===== config.mk =====
export PLATFORM = sky130hd
export DESIGN_NAME = mem_arbiter_flat
export DESIGN_NICKNAME = d
export VERILOG_FILES = /design/src/rtl/mem_arbiter_pkg.sv /design/src/rtl/mem_arbiter_if.sv /design/src/rtl/mem_arbiter_pick.sv /design/src/rtl/mem_arbiter.sv /design/src/flat_wrapper.sv
export SDC_FILE = /design/constraint.sdc
export NUM_CORES = 1
export LEC_CHECK = 0
export ABC_AREA = 1
export CORE_AREA = 3 3 108 110
export CTS_CLUSTER_SIZE = 12
export DETAILED_ROUTE_END_ITERATION = 10
export DIE_AREA = 0 0 111 113
export GPL_ROUTABILITY_DRIVEN = 0
export GPL_TIMING_DRIVEN = 0
export PLACE_DENSITY = 0.61
export SETUP_SLACK_MARGIN = 0.3
export SYNTH_ARGS = -nofsm -noshare
export SYNTH_HDL_FRONTEND = slang
export SYNTH_SLANG_ARGS = --single-unit

===== constraint.sdc =====
create_clock -name clk -period 1.45 [get_ports clk]
set_input_delay 0.145 -clock clk [delete_from_list [all_inputs] [get_ports clk]]
set_output_delay 0.145 -clock clk [all_outputs]
set_load 0.03 [all_outputs]

===== src/rtl/mem_arbiter_pkg.sv =====
`default_nettype none
// ============================================================================
// Module  : mem_arbiter_pkg
// Brief   : Shared types and widths for the IF/DM unified-memory arbiter.
// Config  : none
// Revision: 1.0 - initial release
// ============================================================================
package mem_arbiter_pkg;

  localparam int ADDR_WIDTH = 32;
  localparam int DATA_WIDTH = 32;
  localparam int BE_WIDTH   = DATA_WIDTH / 8;

  typedef enum logic [0:0] {
    ARB_IDLE = 1'b0,
    ARB_WAIT = 1'b1
  } arb_state_e;

  typedef enum logic [1:0] {
    OWN_NONE = 2'd0,
    OWN_IF   = 2'd1,
    OWN_DM   = 2'd2
  } arb_owner_e;

endpackage
`default_nettype wire


===== src/rtl/mem_arbiter_if.sv =====
`default_nettype none
// ============================================================================
// Module  : mem_arbiter_if
// Brief   : Bundle of fetch port, data port, memory port and error flag.
//           slave  = arbiter view, master = requesters/memory view.
// Config  : none
// Revision: 1.0 - initial release
// ============================================================================
interface mem_arbiter_if #(
  parameter int ADDR_WIDTH = mem_arbiter_pkg::ADDR_WIDTH,
  parameter int DATA_WIDTH = mem_arbiter_pkg::DATA_WIDTH,
  parameter int BE_WIDTH   = DATA_WIDTH / 8
);
  // instruction fetch port
  logic                  if_req;
  logic [ADDR_WIDTH-1:0] if_addr;
  logic                  if_ready;
  logic                  if_rvalid;
  logic [DATA_WIDTH-1:0] if_rdata;
  // data memory port
  logic                  dm_req;
  logic                  dm_we;
  logic [BE_WIDTH-1:0]   dm_be;
  logic [ADDR_WIDTH-1:0] dm_addr;
  logic [DATA_WIDTH-1:0] dm_wdata;
  logic                  dm_ready;
  logic                  dm_rvalid;
  logic [DATA_WIDTH-1:0] dm_rdata;
  // unified memory port
  logic                  mem_req;
  logic                  mem_we;
  logic [BE_WIDTH-1:0]   mem_be;
  logic [ADDR_WIDTH-1:0] mem_addr;
  logic [DATA_WIDTH-1:0] mem_wdata;
  logic                  mem_gnt;
  logic                  mem_rvalid;
  logic [DATA_WIDTH-1:0] mem_rdata;
  // status
  logic                  err_spurious;

  modport slave (
    input  if_req, if_addr,
    output if_ready, if_rvalid, if_rdata,
    input  dm_req, dm_we, dm_be, dm_addr, dm_wdata,
    output dm_ready, dm_rvalid, dm_rdata,
    output mem_req, mem_we, mem_be, mem_addr, mem_wdata,
    input  mem_gnt, mem_rvalid, mem_rdata,
    output err_spurious
  );

  modport master (
    output if_req, if_addr,
    input  if_ready, if_rvalid, if_rdata,
    output dm_req, dm_we, dm_be, dm_addr, dm_wdata,
    input  dm_ready, dm_rvalid, dm_rdata,
    input  mem_req, mem_we, mem_be, mem_addr, mem_wdata,
    output mem_gnt, mem_rvalid, mem_rdata,
    input  err_spurious
  );

endinterface
`default_nettype wire


===== src/rtl/mem_arbiter_pick.sv =====
`default_nettype none
// ============================================================================
// Module  : mem_arb_pick
// Brief   : Combinational requester selection. A selection already presented
//           to memory is kept until granted; otherwise DM beats IF, or with
//           round-robin the pointer decides collisions.
// Config  : MEM_ARB_RR_EN - round-robin collision resolution
// Revision: 1.0 - initial release
// ============================================================================
module mem_arb_pick
  import mem_arbiter_pkg::*;
(
  input  logic       if_req_i,
  input  logic       dm_req_i,
  input  arb_owner_e ptr_i,
  input  arb_owner_e held_i,
  output arb_owner_e pick_o
);

  logic w_both;
  assign w_both = if_req_i && dm_req_i;

`ifndef MEM_ARB_RR_EN
  // pointer only matters for round-robin builds
  logic w_unused_ptr;
  assign w_unused_ptr = ^ptr_i;
`endif

  // held selection first, then collision resolution, then lone requester
  always_comb begin
    pick_o = OWN_NONE;
    if (held_i == OWN_IF && if_req_i) begin
      pick_o = OWN_IF;
    end else if (held_i == OWN_DM && dm_req_i) begin
      pick_o = OWN_DM;
    end else if (w_both) begin
`ifdef MEM_ARB_RR_EN
      pick_o = (ptr_i == OWN_IF) ? OWN_IF : OWN_DM;
`else
      pick_o = OWN_DM;
`endif
    end else if (dm_req_i) begin
      pick_o = OWN_DM;
    end else if (if_req_i) begin
      pick_o = OWN_IF;
    end
  end

endmodule
`default_nettype wire


===== src/rtl/mem_arbiter.sv =====
`default_nettype none
// ============================================================================
// Module  : mem_arbiter
// Brief   : Shares one single-port memory between the fetch (IF) and data
//           (DM) ports, one outstanding transaction at a time.
// Config  : MEM_ARB_RR_EN - round-robin instead of fixed DM>IF priority
// Revision: 1.0 - initial release
// ============================================================================
module mem_arbiter
  import mem_arbiter_pkg::*;
(
  input  logic          clk,
  input  logic          rst,
  mem_arbiter_if.slave  bus
);

  arb_state_e state_q, state_d;
  arb_owner_e owner_q, owner_d;   // owner of the outstanding transaction
  arb_owner_e sel_q,   sel_d;     // presented-but-not-granted selection
  arb_owner_e ptr_q,   ptr_d;     // round-robin preference
  logic       we_q,    we_d;      // outstanding transaction is a store
  logic       err_q,   err_d;

  arb_owner_e w_pick;

  mem_arb_pick u_pick (
    .if_req_i (bus.if_req),
    .dm_req_i (bus.dm_req),
    .ptr_i    (ptr_q),
    .held_i   (sel_q),
    .pick_o   (w_pick)
  );

  // state and bookkeeping registers
  always_ff @(posedge clk or posedge rst) begin
    if (rst) begin
      state_q <= ARB_IDLE;
      owner_q <= OWN_NONE;
      sel_q   <= OWN_NONE;
      ptr_q   <= OWN_DM;
      we_q    <= 1'b0;
      err_q   <= 1'b0;
    end else begin
      state_q <= state_d;
      owner_q <= owner_d;
      sel_q   <= sel_d;
      ptr_q   <= ptr_d;
      we_q    <= we_d;
      err_q   <= err_d;
    end
  end

  // next state and all port outputs; outputs are forced low while in reset
  always_comb begin
    state_d = state_q;
    owner_d = owner_q;
    sel_d   = sel_q;
    ptr_d   = ptr_q;
    we_d    = we_q;
    err_d   = err_q;

    bus.if_ready  = 1'b0;
    bus.if_rvalid = 1'b0;
    bus.if_rdata  = '0;
    bus.dm_ready  = 1'b0;
    bus.dm_rvalid = 1'b0;
    bus.dm_rdata  = '0;
    bus.mem_req   = 1'b0;
    bus.mem_we    = 1'b0;
    bus.mem_be    = '0;
    bus.mem_addr  = '0;
    bus.mem_wdata = '0;

    if (!rst) begin
      unique case (state_q)
        ARB_IDLE: begin
          // a response with nothing outstanding is flagged and dropped
          if (bus.mem_rvalid) begin
            err_d = 1'b1;
          end
          sel_d = OWN_NONE;

          if (w_pick == OWN_IF) begin
            bus.mem_req  = 1'b1;
            bus.mem_addr = bus.if_addr;
          end else if (w_pick == OWN_DM) begin
            bus.mem_req   = 1'b1;
            bus.mem_we    = bus.dm_we;
            bus.mem_addr  = bus.dm_addr;
            bus.mem_be    = bus.dm_we ? bus.dm_be : '1;
            bus.mem_wdata = bus.dm_we ? bus.dm_wdata : '0;
          end

          if (w_pick != OWN_NONE) begin
            if (bus.mem_gnt) begin
              bus.if_ready = (w_pick == OWN_IF);
              bus.dm_ready = (w_pick == OWN_DM);
              state_d      = ARB_WAIT;
              owner_d      = w_pick;
              we_d         = (w_pick == OWN_DM) && bus.dm_we;
`ifdef MEM_ARB_RR_EN
              ptr_d        = (w_pick == OWN_DM) ? OWN_IF : OWN_DM;
`endif
            end else begin
              sel_d = w_pick;
            end
          end
        end

        ARB_WAIT: begin
          if (bus.mem_rvalid) begin
            if (owner_q == OWN_IF) begin
              bus.if_rvalid = 1'b1;
              bus.if_rdata  = bus.mem_rdata;
            end else if (owner_q == OWN_DM) begin
              bus.dm_rvalid = 1'b1;
              bus.dm_rdata  = we_q ? '0 : bus.mem_rdata;
            end
            state_d = ARB_IDLE;
            owner_d = OWN_NONE;
            we_d    = 1'b0;
          end
        end

        default: begin
          state_d = ARB_IDLE;
        end
      endcase
    end
  end

  assign bus.err_spurious = err_q;

endmodule
`default_nettype wire


===== src/flat_wrapper.sv =====
// flat-port wrapper written by rule: the top's interface ports become plain ports
module mem_arbiter_flat import mem_arbiter_pkg::*;
  (clk, rst, bus_if_req, bus_if_addr, bus_if_ready, bus_if_rvalid, bus_if_rdata, bus_dm_req, bus_dm_we, bus_dm_be, bus_dm_addr, bus_dm_wdata, bus_dm_ready, bus_dm_rvalid, bus_dm_rdata, bus_mem_req, bus_mem_we, bus_mem_be, bus_mem_addr, bus_mem_wdata, bus_mem_gnt, bus_mem_rvalid, bus_mem_rdata, bus_err_spurious);
  mem_arbiter_if bus_i ();
  input  logic clk;
  input  logic rst;
  input wire logic [$bits(bus_i.if_req)-1:0] bus_if_req;
  input wire logic [$bits(bus_i.if_addr)-1:0] bus_if_addr;
  output wire logic [$bits(bus_i.if_ready)-1:0] bus_if_ready;
  output wire logic [$bits(bus_i.if_rvalid)-1:0] bus_if_rvalid;
  output wire logic [$bits(bus_i.if_rdata)-1:0] bus_if_rdata;
  input wire logic [$bits(bus_i.dm_req)-1:0] bus_dm_req;
  input wire logic [$bits(bus_i.dm_we)-1:0] bus_dm_we;
  input wire logic [$bits(bus_i.dm_be)-1:0] bus_dm_be;
  input wire logic [$bits(bus_i.dm_addr)-1:0] bus_dm_addr;
  input wire logic [$bits(bus_i.dm_wdata)-1:0] bus_dm_wdata;
  output wire logic [$bits(bus_i.dm_ready)-1:0] bus_dm_ready;
  output wire logic [$bits(bus_i.dm_rvalid)-1:0] bus_dm_rvalid;
  output wire logic [$bits(bus_i.dm_rdata)-1:0] bus_dm_rdata;
  output wire logic [$bits(bus_i.mem_req)-1:0] bus_mem_req;
  output wire logic [$bits(bus_i.mem_we)-1:0] bus_mem_we;
  output wire logic [$bits(bus_i.mem_be)-1:0] bus_mem_be;
  output wire logic [$bits(bus_i.mem_addr)-1:0] bus_mem_addr;
  output wire logic [$bits(bus_i.mem_wdata)-1:0] bus_mem_wdata;
  input wire logic [$bits(bus_i.mem_gnt)-1:0] bus_mem_gnt;
  input wire logic [$bits(bus_i.mem_rvalid)-1:0] bus_mem_rvalid;
  input wire logic [$bits(bus_i.mem_rdata)-1:0] bus_mem_rdata;
  output wire logic [$bits(bus_i.err_spurious)-1:0] bus_err_spurious;
  assign bus_i.if_req = bus_if_req;
  assign bus_i.if_addr = bus_if_addr;
  assign bus_if_ready = bus_i.if_ready;
  assign bus_if_rvalid = bus_i.if_rvalid;
  assign bus_if_rdata = bus_i.if_rdata;
  assign bus_i.dm_req = bus_dm_req;
  assign bus_i.dm_we = bus_dm_we;
  assign bus_i.dm_be = bus_dm_be;
  assign bus_i.dm_addr = bus_dm_addr;
  assign bus_i.dm_wdata = bus_dm_wdata;
  assign bus_dm_ready = bus_i.dm_ready;
  assign bus_dm_rvalid = bus_i.dm_rvalid;
  assign bus_dm_rdata = bus_i.dm_rdata;
  assign bus_mem_req = bus_i.mem_req;
  assign bus_mem_we = bus_i.mem_we;
  assign bus_mem_be = bus_i.mem_be;
  assign bus_mem_addr = bus_i.mem_addr;
  assign bus_mem_wdata = bus_i.mem_wdata;
  assign bus_i.mem_gnt = bus_mem_gnt;
  assign bus_i.mem_rvalid = bus_mem_rvalid;
  assign bus_i.mem_rdata = bus_mem_rdata;
  assign bus_err_spurious = bus_i.err_spurious;
  mem_arbiter u_core (.clk(clk), .rst(rst), .bus(bus_i));
endmodule

* After elaboration in Yosys (flattened, before gate mapping)
Cells that the tools add are included.
** Cells by class
- Equality and inequality tests :: 9
- Muxes and demuxes :: 68
- Bitwise operators :: 2
- Reduce and logical (&&, ||, !) cells :: 8
** Operators with widths (number)
- 2-to-1 mux 32 bit :: 19
- 2-to-1 mux 1 bit :: 32
- 2-to-1 mux 4 bit :: 5
- 2-to-1 mux 2 bit :: 9
- equality test 2 x 1 -> 1 bit (second input constant) :: 3
- equality test 2 bit (second input constant) :: 3
- logical AND 1 bit :: 4
- inequality test 2 bit (second input constant) :: 2
- one-hot mux 1 bit (2 select lines) :: 2
- one-hot mux 2 bit (2 select lines) :: 1
- AND reduction 4 bit :: 1
- AND reduction 3 bit :: 1
- inequality test 2 x 1 -> 1 bit (second input constant) :: 1
- inverter 1 bit :: 2
- AND reduction 2 bit :: 1
- nonzero test 2 bit :: 1
** Storage, ports and cells
- Register bits :: 7
- Input port bits :: 139
- Output and inout bits :: 139

* Longest topological paths before layout
Gate-level depths: netlist of the first run.
- Depth after elaboration :: 10
- Depth in mapped cells :: 7
- Mapped depth without buffers :: 6

* By module
From an unflattened synthesis of the first run, not the netlist that was laid out.
** Unflattened totals
- Cells, all modules :: 364
- Area, all modules :: 1781.7 µm²
** Modules (own cells, without submodules)
- mem_arbiter :: instances 1, cells each 354, area an instance 1742.9 µm², seq. area each 175.2 µm²
- mem_arb_pick :: instances 1, cells each 10, area an instance 38.8 µm², seq. area each 0.0 µm²

* Least setup slack after synthesis of the first run
OpenSTA, ideal clock, no wires.
- Kind :: reg-to-output
- From :: reg u_core.state_q
- To :: out bus_mem_wdata[0]
- Arrival :: 1.484 ns
- Data required time :: 1.305 ns
- Slack :: -0.179 ns
- Cell stages (with the launch flop) :: 5
- Buffers on the path :: 1
- Cell sequence :: dfrtp_1 nor2_2 buf_4 nand2_4 nor3b_1
** Between the ends
- Cells in the longest elaborated chain, start to end :: 2
** Ends and longest elaborated chain
- from (decl) :: RTL line mem_arbiter.sv:17 : arb_state_e state_q, state_d;
- from (signal assigned) :: RTL line mem_arbiter.sv:44 : state_q <= state_d;
- 2-to-1 mux 32 bit :: RTL line mem_arbiter.sv:75 : unique case (state_q)
- 2-to-1 mux 32 bit :: RTL line mem_arbiter.sv:74 : if (!rst) begin
- to (decl) :: RTL line flat_wrapper.sv:24 : output wire logic [$bits(bus_i.mem_wdata)-1:0] bus_mem_wdata;
Every way passes these cells.

* Worst setup path in the final report of the first run
- From :: reg u_core.state_q
- To :: out bus_dm_rdata[20]
** Between the ends
- Cells in the longest elaborated chain, start to end :: 2
** Ends and longest elaborated chain
- 2-to-1 mux 32 bit :: RTL line mem_arbiter.sv:75
- 2-to-1 mux 32 bit :: RTL line mem_arbiter.sv:74
- to (decl) :: RTL line flat_wrapper.sv:19 : output wire logic [$bits(bus_i.dm_rdata)-1:0] bus_dm_rdata;
Every way passes these cells.

==> results of run 1 <==
-- synth_stat cells (all sizes together) --
master | n | area (um^2)
nor2 | 84 | 358
nand2 | 82 | 330
inv | 45 | 169
nand3 | 39 | 200
nor3b | 32 | 385
buf | 22 | 176
dfrtp | 7 | 175
o21ai | 2 | 10.0
o21bai | 1 | 7.51
o22ai | 1 | 6.26
-- metrics by stage --
stage / std cells / util
5_1_grt: 782 / 0.650
2_1_floorplan: 315 / -
4_1_cts: 755 / 0.560
3_5_place_dp: 732 / 0.515
6_report: 782 / 0.650
3_3_place_gp: 732 / 0.515
-- state kept, by name, summed over array words and instances, names as in the netlist --
| name | count |
|---|---|
| u_core.owner_q | 2 |
| u_core.sel_q | 2 |
| u_core.bus.err_spurious | 1 |
| u_core.state_q | 1 |
| u_core.we_q | 1 |
-- worst max-delay path: cells and delay by family (launching register included) --
kind	cells	cell delay, ns
buffers and inverters	4	0.58
flip-flops	1	0.39
AND/OR/NAND/NOR	4	0.45
-- metal layers --
| metal | wire length (um) | track usage |
|---|---|---|
| met4 | 159 | 0.0345 |
| met2 | 6810 | 0.325 |
| met1 | 4470 | 0.192 |
| met5 | 0 | 0 |
| met3 | 1060 | 0.0636 |
-- where the power goes --
part / switching, mW / leakage, nW / total [mW] / internal (mW)
clock network: 0.0933 / 0.0228 / 0.284 / 0.191
logic: 1.18 / 3.14 / 2.34 / 1.16
registers: 0.0302 / 0.0874 / 0.257 / 0.227
-- kinds of logic after synthesis --
family          share of synthesized area
simple gates                        0.701
flops                              0.0964
compound gates                     0.0131
buf+inv                             0.190
-- final cells by class --
type | instances | area share
Buffer | 22 | 0.0458
Timing Repair Buffer | 322 | 0.502
Multi-Input combinational cell | 242 | 0.370
Tap cell | 140 | 0.0250
Sequential cell | 7 | 0.0250
Clock buffer | 4 | 0.00642
Inverter | 45 | 0.0259
-- timing repair --
| action | 4_1_cts | 5_1_grt |
|---|---|---|
| setup buffers | 12 | 21 |
| pin swaps | 13 | 12 |
| gates resized for setup | 988 | 183 |
| hold buffers | 0 | 0 |
| cloned | 7 | 6 |
| endpoints found under the setup margin | 142 | 144 |
-- final timing paths --
kind | slack (ns) | endpoint | depth (start not counted)
max in group asynchronous | 1.14 | u_core.bus.err_spurious | 2
max reg2reg | 0.14 | u_core.owner_q[1] | 8
min | 0.1 | u_core.state_q | 2
min reg2reg | 0.48 | u_core.bus.err_spurious | 1
max | -0.36 | bus_dm_rdata[20] | 8
min in group clk | 0.34 | u_core.bus.err_spurious | 3
==> impl_metrics.yaml, run 1 <==
run_status:
  status: "complete, but fails checks"
  failed_checks: "negative setup slack"
setup_path:
  worst_setup_path_start_kind: "flip-flop"
  critPathMaxStageDelay_ns: 0.39
  startpoint: "u_core.state_q"
  cp_slowest_cell: "dfrtp_1"
  end_kind: "output pin"
  arrival_ns: 1.66
  crit_type: "flip-flop to output pin"
  cp.required_ns: 1.31
  path_cells: "buf_6, nand2_4, nor2_4, nand2_8, buf_12, buf_16, nor2_4, buf_6"
  crit_path_max_fanout: 7
  reg2reg_from: "u_core.state_q"
floorplan:
  initial_core_util: 0.168
  die_area_um2: 12500
  std_cell_rows: 38
  die_h_um: 113
  core-area_um2: 10800
  die_width_um: 111
  io_pins: 278
logic_synthesis:
  syn_nets: 454
  synthCells: 315
  synth_area_um2: 1820
  ys_types: 18
  yosysSeqAreaShare: 0.0964
  syn_avg_cell_area_um2: 5.77
  yosys_register_bits: 7
  synth_warnings: 0
clocking:
  clock-root-buffer: "clkbuf_8"
  h-tree-depth: 1
  cts_buffers: 3
  clock_sinks: 7
  tritoncts: "built"
  clk_latency_ns: 0.23
  clk_pin_slew_ns: 0.04
  cts_buffer_depth: 2
finish:
  seq_area_um2: 175
  antenna_cells: 0
  final_nets: 782
  design_area_um2: 7010
  final_common_cell: "buf_6"
  final_cell_mix: "buf_6 (148), clkdlybuf4s50_1 (134), nor2_4 (74)"
  fillCellCount: 895
  multiInputGateArea_um2: 2600
  drive_gt1_frac: 0.631
  area_growth_pct: 286
route:
  vias: 3353
  drtIter0Drc: 93
  avgRoutedWirePerCell_um: 16.0
  drc: 0
  drtPass1Iterations: 4
  drtAntennaViolNets: 0
  totalWireLength_mm: 12.5
  drt-vias-per-instance: 4.29
sta:
  setup_viol: 135
  fin_setup_tns_ns: -30.42
  finalWorstSetupSlack_ns: -0.358
  worst_slew_pin_slew_ns: 0.436
  hold_viol: 0
  min_period_ns: 1.81
  skew_ns: 0.00687
  rsz0062_at_grt: "true"
  relSlewSlack: 0.706
  fin_crit_sh: 1.25
  drv_slew: 0
  holdWs_ns: 0.0959
  max_freq_ghz: 0.553
placement:
  io_buffers: 277
  dp_hpwl_mm: 9.26
  place_area_um2: 5560
  dp_slack_ns: -0.993
run:
  drv_cap: 0
power:
  ir_drop_uv: 298
  power.total_mw: 2.88
  power_density_nw_per_um2: 411
  leakage_nw: 3.25
hold_path:
  hp-class: "input port to asynchronous set/reset pin"
global_routing:
  grt_max_degree: 11
  grt_pass1_wl_mm: 18.2
  overflow: 0
  grt_pass1_vias: 3455
  grt_usage: 0.175
  antenna_found_initial: 0
Note: power is estimated with default switching activity, not from simulation.
==> inputs of run 2 (changes only) <==
--- a/config.mk
+++ b/config.mk
@@ -11,7 +11,6 @@
 export DETAILED_ROUTE_END_ITERATION = 10
 export DIE_AREA = 0 0 111 113
 export GPL_ROUTABILITY_DRIVEN = 0
-export GPL_TIMING_DRIVEN = 0
 export PLACE_DENSITY = 0.61
 export SETUP_SLACK_MARGIN = 0.3
 export SYNTH_ARGS = -nofsm -noshare
==> run 2 against run 1 <==
Net effect: the run still ends with negative setup slack left; sequential power shrank 2%; largest cell class unchanged; clock skew shrank 0.0043 ns; register-to-register slack is essentially flat; critical path depth is the same; flip-flop and latch count is the same; worst setup slack gained 0.10 ns.
==> impl_metrics.yaml, run 2 (synthesis results as in run 1) <==
run:
  drv_cap: 0
run_status:
  status: "complete, but fails checks"
  failed_checks: "negative setup slack"
finish:
  fillCellCount: 841
  seq_area_um2: 175
  final_nets: 780
  finalNonFillerCells: 780
  multiInputGateArea_um2: 2430
  antenna_cells: 0
  area_growth_pct: 285
  final_cell_mix: "buf_6 (141), clkdlybuf4s50_1 (134), nor2_4 (75)"
  drive_gt1_frac: 0.620
  design_area_um2: 7010
  top_regs: "u_core.owner_q x2, u_core.sel_q x2"
  final_common_cell: "buf_6"
sta:
  drv_slew: 0
  relSlewSlack: 0.769
  min_period_ns: 1.71
  fin_crit_sh: 1.18
  worst_slew_pin_slew_ns: 0.343
  finalWorstSetupSlack_ns: -0.258
  hold_viol: 0
  max_freq_ghz: 0.585
  skew_ns: 0.00255
  setup_viol: 138
  rsz0062_at_grt: "true"
floorplan:
  die_h_um: 113
  die_area_um2: 12500
  die_width_um: 111
  std_cell_rows: 38
  io_pins: 278
  initial_core_util: 0.168
  core-area_um2: 10800
setup_path:
  cp_slowest_cell: "dfrtp_1"
  arrival_ns: 1.56
  cp.buffers_inverters: 4
  critPathMaxStageDelay_ns: 0.40
  path_cells: "buf_6, nand2_4, nor2_4, nand2_4, buf_12, buf_16, nor2_4, buf_6"
  cp.required_ns: 1.31
  crit_type: "flip-flop to output pin"
  worst_setup_path_start_kind: "flip-flop"
  crit_path_max_fanout: 5
  path_delay_family: "buffers and inverters"
  end_kind: "output pin"
global_routing:
  grt_usage: 0.160
  grt_max_degree: 29
  overflow: 0
  antenna_found_initial: 0
  grt_pass1_wl_mm: 16.5
  grt_pass1_vias: 3237
hold_path:
  hp-class: "input port to asynchronous set/reset pin"
route:
  drtPass1Iterations: 6
  drtAntennaViolNets: 0
  vias: 3340
  drc: 0
  totalWireLength_mm: 12.1
  avgRoutedWirePerCell_um: 15.5
  drtIter0Drc: 115
  drt-vias-per-instance: 4.28
power:
  ir_drop_uv: 238
  power_density_nw_per_um2: 397
  leakage_nw: 3.13
clocking:
  clk_latency_ns: 0.23
  clock_sinks: 7
  hold_buffers: 0
  cts_buffers: 3
  clock-root-buffer: "clkbuf_8"
  clk_pin_slew_ns: 0.04
  tritoncts: "built"
  h-tree-depth: 1
  cts_buffer_depth: 2
placement:
  place_area_um2: 5530
  dpl.cell_count: 744
  dp_hpwl_mm: 8.89
  io_buffers: 277
-- run 2: tightest hold or removal path, stage by stage --
cell	delay, ns
dlygate4sd2_1	0.31
buf_4	0.16
inv_1	0.20
-- run 2: final timing paths --
kind	slack, ns	end	cells after the start	from
max in group asynchronous	1.03	u_core.bus.err_spurious	3	rst
hold / removal	0.21	u_core.owner_q[1]	3	rst
min in group clk	0.36	u_core.bus.err_spurious	3	bus_mem_rvalid
hold reg to reg	0.48	u_core.bus.err_spurious	1	u_core.bus.err_spurious
setup / recovery	-0.26	bus_dm_rdata[20]	8	u_core.state_q
setup reg to reg	0.13	u_core.owner_q[1]	8	u_core.state_q
-- run 2: per-stage QoR --
stage | worst slack [ns] | setup TNS [ns] | power, mW | hold slack (ns) | utilization
floorplan | 0.0539 | 0 | 1.24 | -0.0516 | -
global placement | -0.362 | -39.26 | 2.04 | 0.471 | 0.512
detailed placement | -0.344 | -37.56 | 2.05 | 0.468 | 0.512
CTS | -0.280 | -28.69 | 2.45 | 0.213 | 0.562
global route | -0.353 | -39.52 | 2.93 | 0.250 | 0.649
finish | -0.258 | -28.13 | 2.78 | 0.211 | 0.649
-- run 2: where the power goes --
part	internal, mW	switching, mW
clock network	0.190	0.0847
registers	0.227	0.0245
logic	1.14	1.11
total	1.56	1.22
-- run 2: cell type report --
type,instances,area share
tap,140,0.0250
sequential,7,0.0250
multi-input combinational,241,0.347
clock buffer,4,0.00643
inverter,45,0.0255
timing repair buffer,343,0.571
-- run 2: timing repair --
action / CTS / global route
setup buffers: 4 / 15
resized for setup: 89 / 182
hold endpoints to repair: 0 / 0
cloned: 5 / 8
pin swaps: 9 / 13
endpoints found under the setup margin: 145 / 145
-- run 2: metal layers --
| layer | wire length [um] | track usage |
|---|---|---|
| met5 | 0 | 0 |
| met4 | 136 | 0.0230 |
| met3 | 1000 | 0.0519 |
| met2 | 6780 | 0.319 |
| met1 | 4150 | 0.165 |
==> inputs of run 3 (changes only) <==
--- a/config.mk
+++ b/config.mk
@@ -6,13 +6,14 @@
 export NUM_CORES = 1
 export LEC_CHECK = 0
 export ABC_AREA = 1
-export CORE_AREA = 3 3 108 110
+export CORE_AREA = 8 8 101 103
 export CTS_CLUSTER_SIZE = 12
 export DETAILED_ROUTE_END_ITERATION = 10
-export DIE_AREA = 0 0 111 113
+export DIE_AREA = 0 0 109 111
 export GPL_ROUTABILITY_DRIVEN = 0
-export PLACE_DENSITY = 0.61
+export PLACE_DENSITY = 0.75
 export SETUP_SLACK_MARGIN = 0.3
 export SYNTH_ARGS = -nofsm -noshare
 export SYNTH_HDL_FRONTEND = slang
 export SYNTH_SLANG_ARGS = --single-unit
+export TNS_END_PERCENT = 10
==> run 3 against run 2 <==
Net effect: the run still ends with negative setup slack left; non-clock buffer count shrank 30; cell count shrank 7.9%; fmax grew 1.9%; core utilization grew 1.3 points; power shrank 14%; sequential power is essentially flat; critical path type unchanged; critical endpoint is now bus_mem_wdata[29]; largest cell class unchanged.
==> impl_metrics.yaml, run 3 (synthesis results as in run 1) <==
run:
  drv_cap: 0
route:
  avgRoutedWirePerCell_um: 17.0
  vias: 3177
  drtPass1Iterations: 5
  drt-vias-per-instance: 4.42
  drtIter0Drc: 79
  drc: 0
  drtAntennaViolNets: 0
  totalWireLength_mm: 12.2
setup_path:
  reg2reg_from: "u_core.state_q"
  cp.required_ns: 1.31
  arrival_ns: 1.53
  reg2reg_depth: 7
  worst_setup_path_start_kind: "flip-flop"
  crit_path_max_fanout: 11
  end_kind: "output pin"
  crit_type: "flip-flop to output pin"
  regToRegEndpoint: "u_core.owner_q[1]"
  startpoint: "u_core.state_q"
  r2r_setup_slack_ns: 0.20
  crit_end: "bus_mem_wdata[29]"
global_routing:
  antenna_found_initial: 0
  grt_pass1_wl_mm: 18.2
  grt_usage: 0.187
  grt_max_degree: 35
  overflow: 0
  grt_pass1_vias: 3412
sta:
  min_period_ns: 1.68
  worst_slew_pin_slew_ns: 0.283
  max_freq_ghz: 0.597
  fin_setup_tns_ns: -16.49
  fin_crit_sh: 1.16
  finalWorstSetupSlack_ns: -0.226
  relSlewSlack: 0.811
  hold_viol: 0
  skew_ns: 0.000912
  rsz0062_at_grt: "true"
  setup_viol: 110
  drv_slew: 0
run_status:
  failed_checks: "negative setup slack"
  status: "complete, but fails checks"
hold_path:
  hp-class: "input port to asynchronous set/reset pin"
finish:
  fillCellCount: 684
  utilization: 0.662
  final_cell_mix: "clkdlybuf4s50_1 (134), buf_6 (94), nand2_1 (69)"
  final_common_cell: "clkdlybuf4s50_1"
  area_growth_pct: 211
  multiInputGateArea_um2: 1800
  seq_area_um2: 175
  top_regs: "u_core.owner_q x2, u_core.sel_q x2"
  antenna_cells: 0
  final_nets: 750
  drive_gt1_frac: 0.449
floorplan:
  die_h_um: 111
  std_cell_rows: 34
  die_area_um2: 12100
  core-area_um2: 8550
  initial_core_util: 0.213
  io_pins: 278
  die_width_um: 109
clocking:
  clk_latency_ns: 0.22
  clk_pin_slew_ns: 0.04
  clock-root-buffer: "clkbuf_8"
  clock_sinks: 7
  h-tree-depth: 1
  cts_buffers: 3
  tritoncts: "built"
  cts_buffer_depth: 2
power:
  ir_drop_uv: 230
  leakage_nw: 2.73
  power_density_nw_per_um2: 421
placement:
  io_buffers: 277
  dp_hpwl_mm: 10.0
run 3: cell count changes in the layout (fill, tap and decap cells not counted), sizes merged:
| cell | previous run | this run |
|---|---|---|
| clkbuf | 11 | 6 |
| inv | 44 | 45 |
| buf | 198 | 173 |
| clkinv | 1 | 0 |
run 3: worst max-delay path, stage by stage (launching register included):
cell and delay, ns:
dfrtp_1 0.40, nor2_4 0.13, buf_6 0.14, nand2_8 0.08, buf_12 0.18, nor3b_4 0.21, buf_6 0.16
run 3: routing by layer:
metal,part of all wire,vias to the layer above,wire length [um],GRT usage
met2,0.52,189,6390,0.348
met5,0,-,0,0
met4,0.024,0,289,0.0539
li1,-,1551,-,-
met1,0.33,1417,4090,0.188
met3,0.12,20,1440,0.0622
run 3: area by class of cell:
type	count	share of cell area
Tap cell	108	0.0239
Sequential cell	7	0.0309
Timing Repair Buffer	313	0.589
Clock buffer	4	0.00795
Inverter	45	0.0298
Multi-Input combinational cell	241	0.319
run 3: worst min-delay path by stage:
stage,endpoint,from
5_1_grt,u_core.sel_q[0],rst
3_3_place_gp,u_core.bus.err_spurious,u_core.bus.err_spurious
6_report,u_core.owner_q[1],rst
4_1_cts,u_core.state_q,rst
3_5_place_dp,u_core.bus.err_spurious,u_core.bus.err_spurious
2_1_floorplan,u_core.bus.err_spurious,rst
run 3: metrics by stage:
stage	worst slack (ns)	total power [mW]	instance area, um^2	hold slack, ns	std cells
finish	-0.226	2.38	5660	0.108	718
global route	-0.278	2.52	5660	0.130	718
CTS	-0.244	2.36	5540	0.0758	713
detailed placement	-0.370	1.94	5060	0.466	707
global placement	-0.337	1.92	5060	0.470	707
floorplan	0.0478	1.12	2250	-0.0516	315
run 3: power breakdown:
| group | total [mW] | internal (mW) | leakage, nW | switching (mW) |
|---|---|---|---|---|
| registers | 0.251 | 0.227 | 0.0874 | 0.0244 |
| clock network | 0.268 | 0.190 | 0.0228 | 0.0786 |
| logic | 1.86 | 0.916 | 2.62 | 0.946 |
| total | 2.38 | 1.33 | 2.73 | 1.05 |
run 3: repair_timing:
action	4_1_cts	5_1_grt
hold buffers	0	0
cloned	1	2
endpoints found under the setup margin	142	142
pin swaps	4	6
gates resized for setup	111	17
buffers inserted	1	3
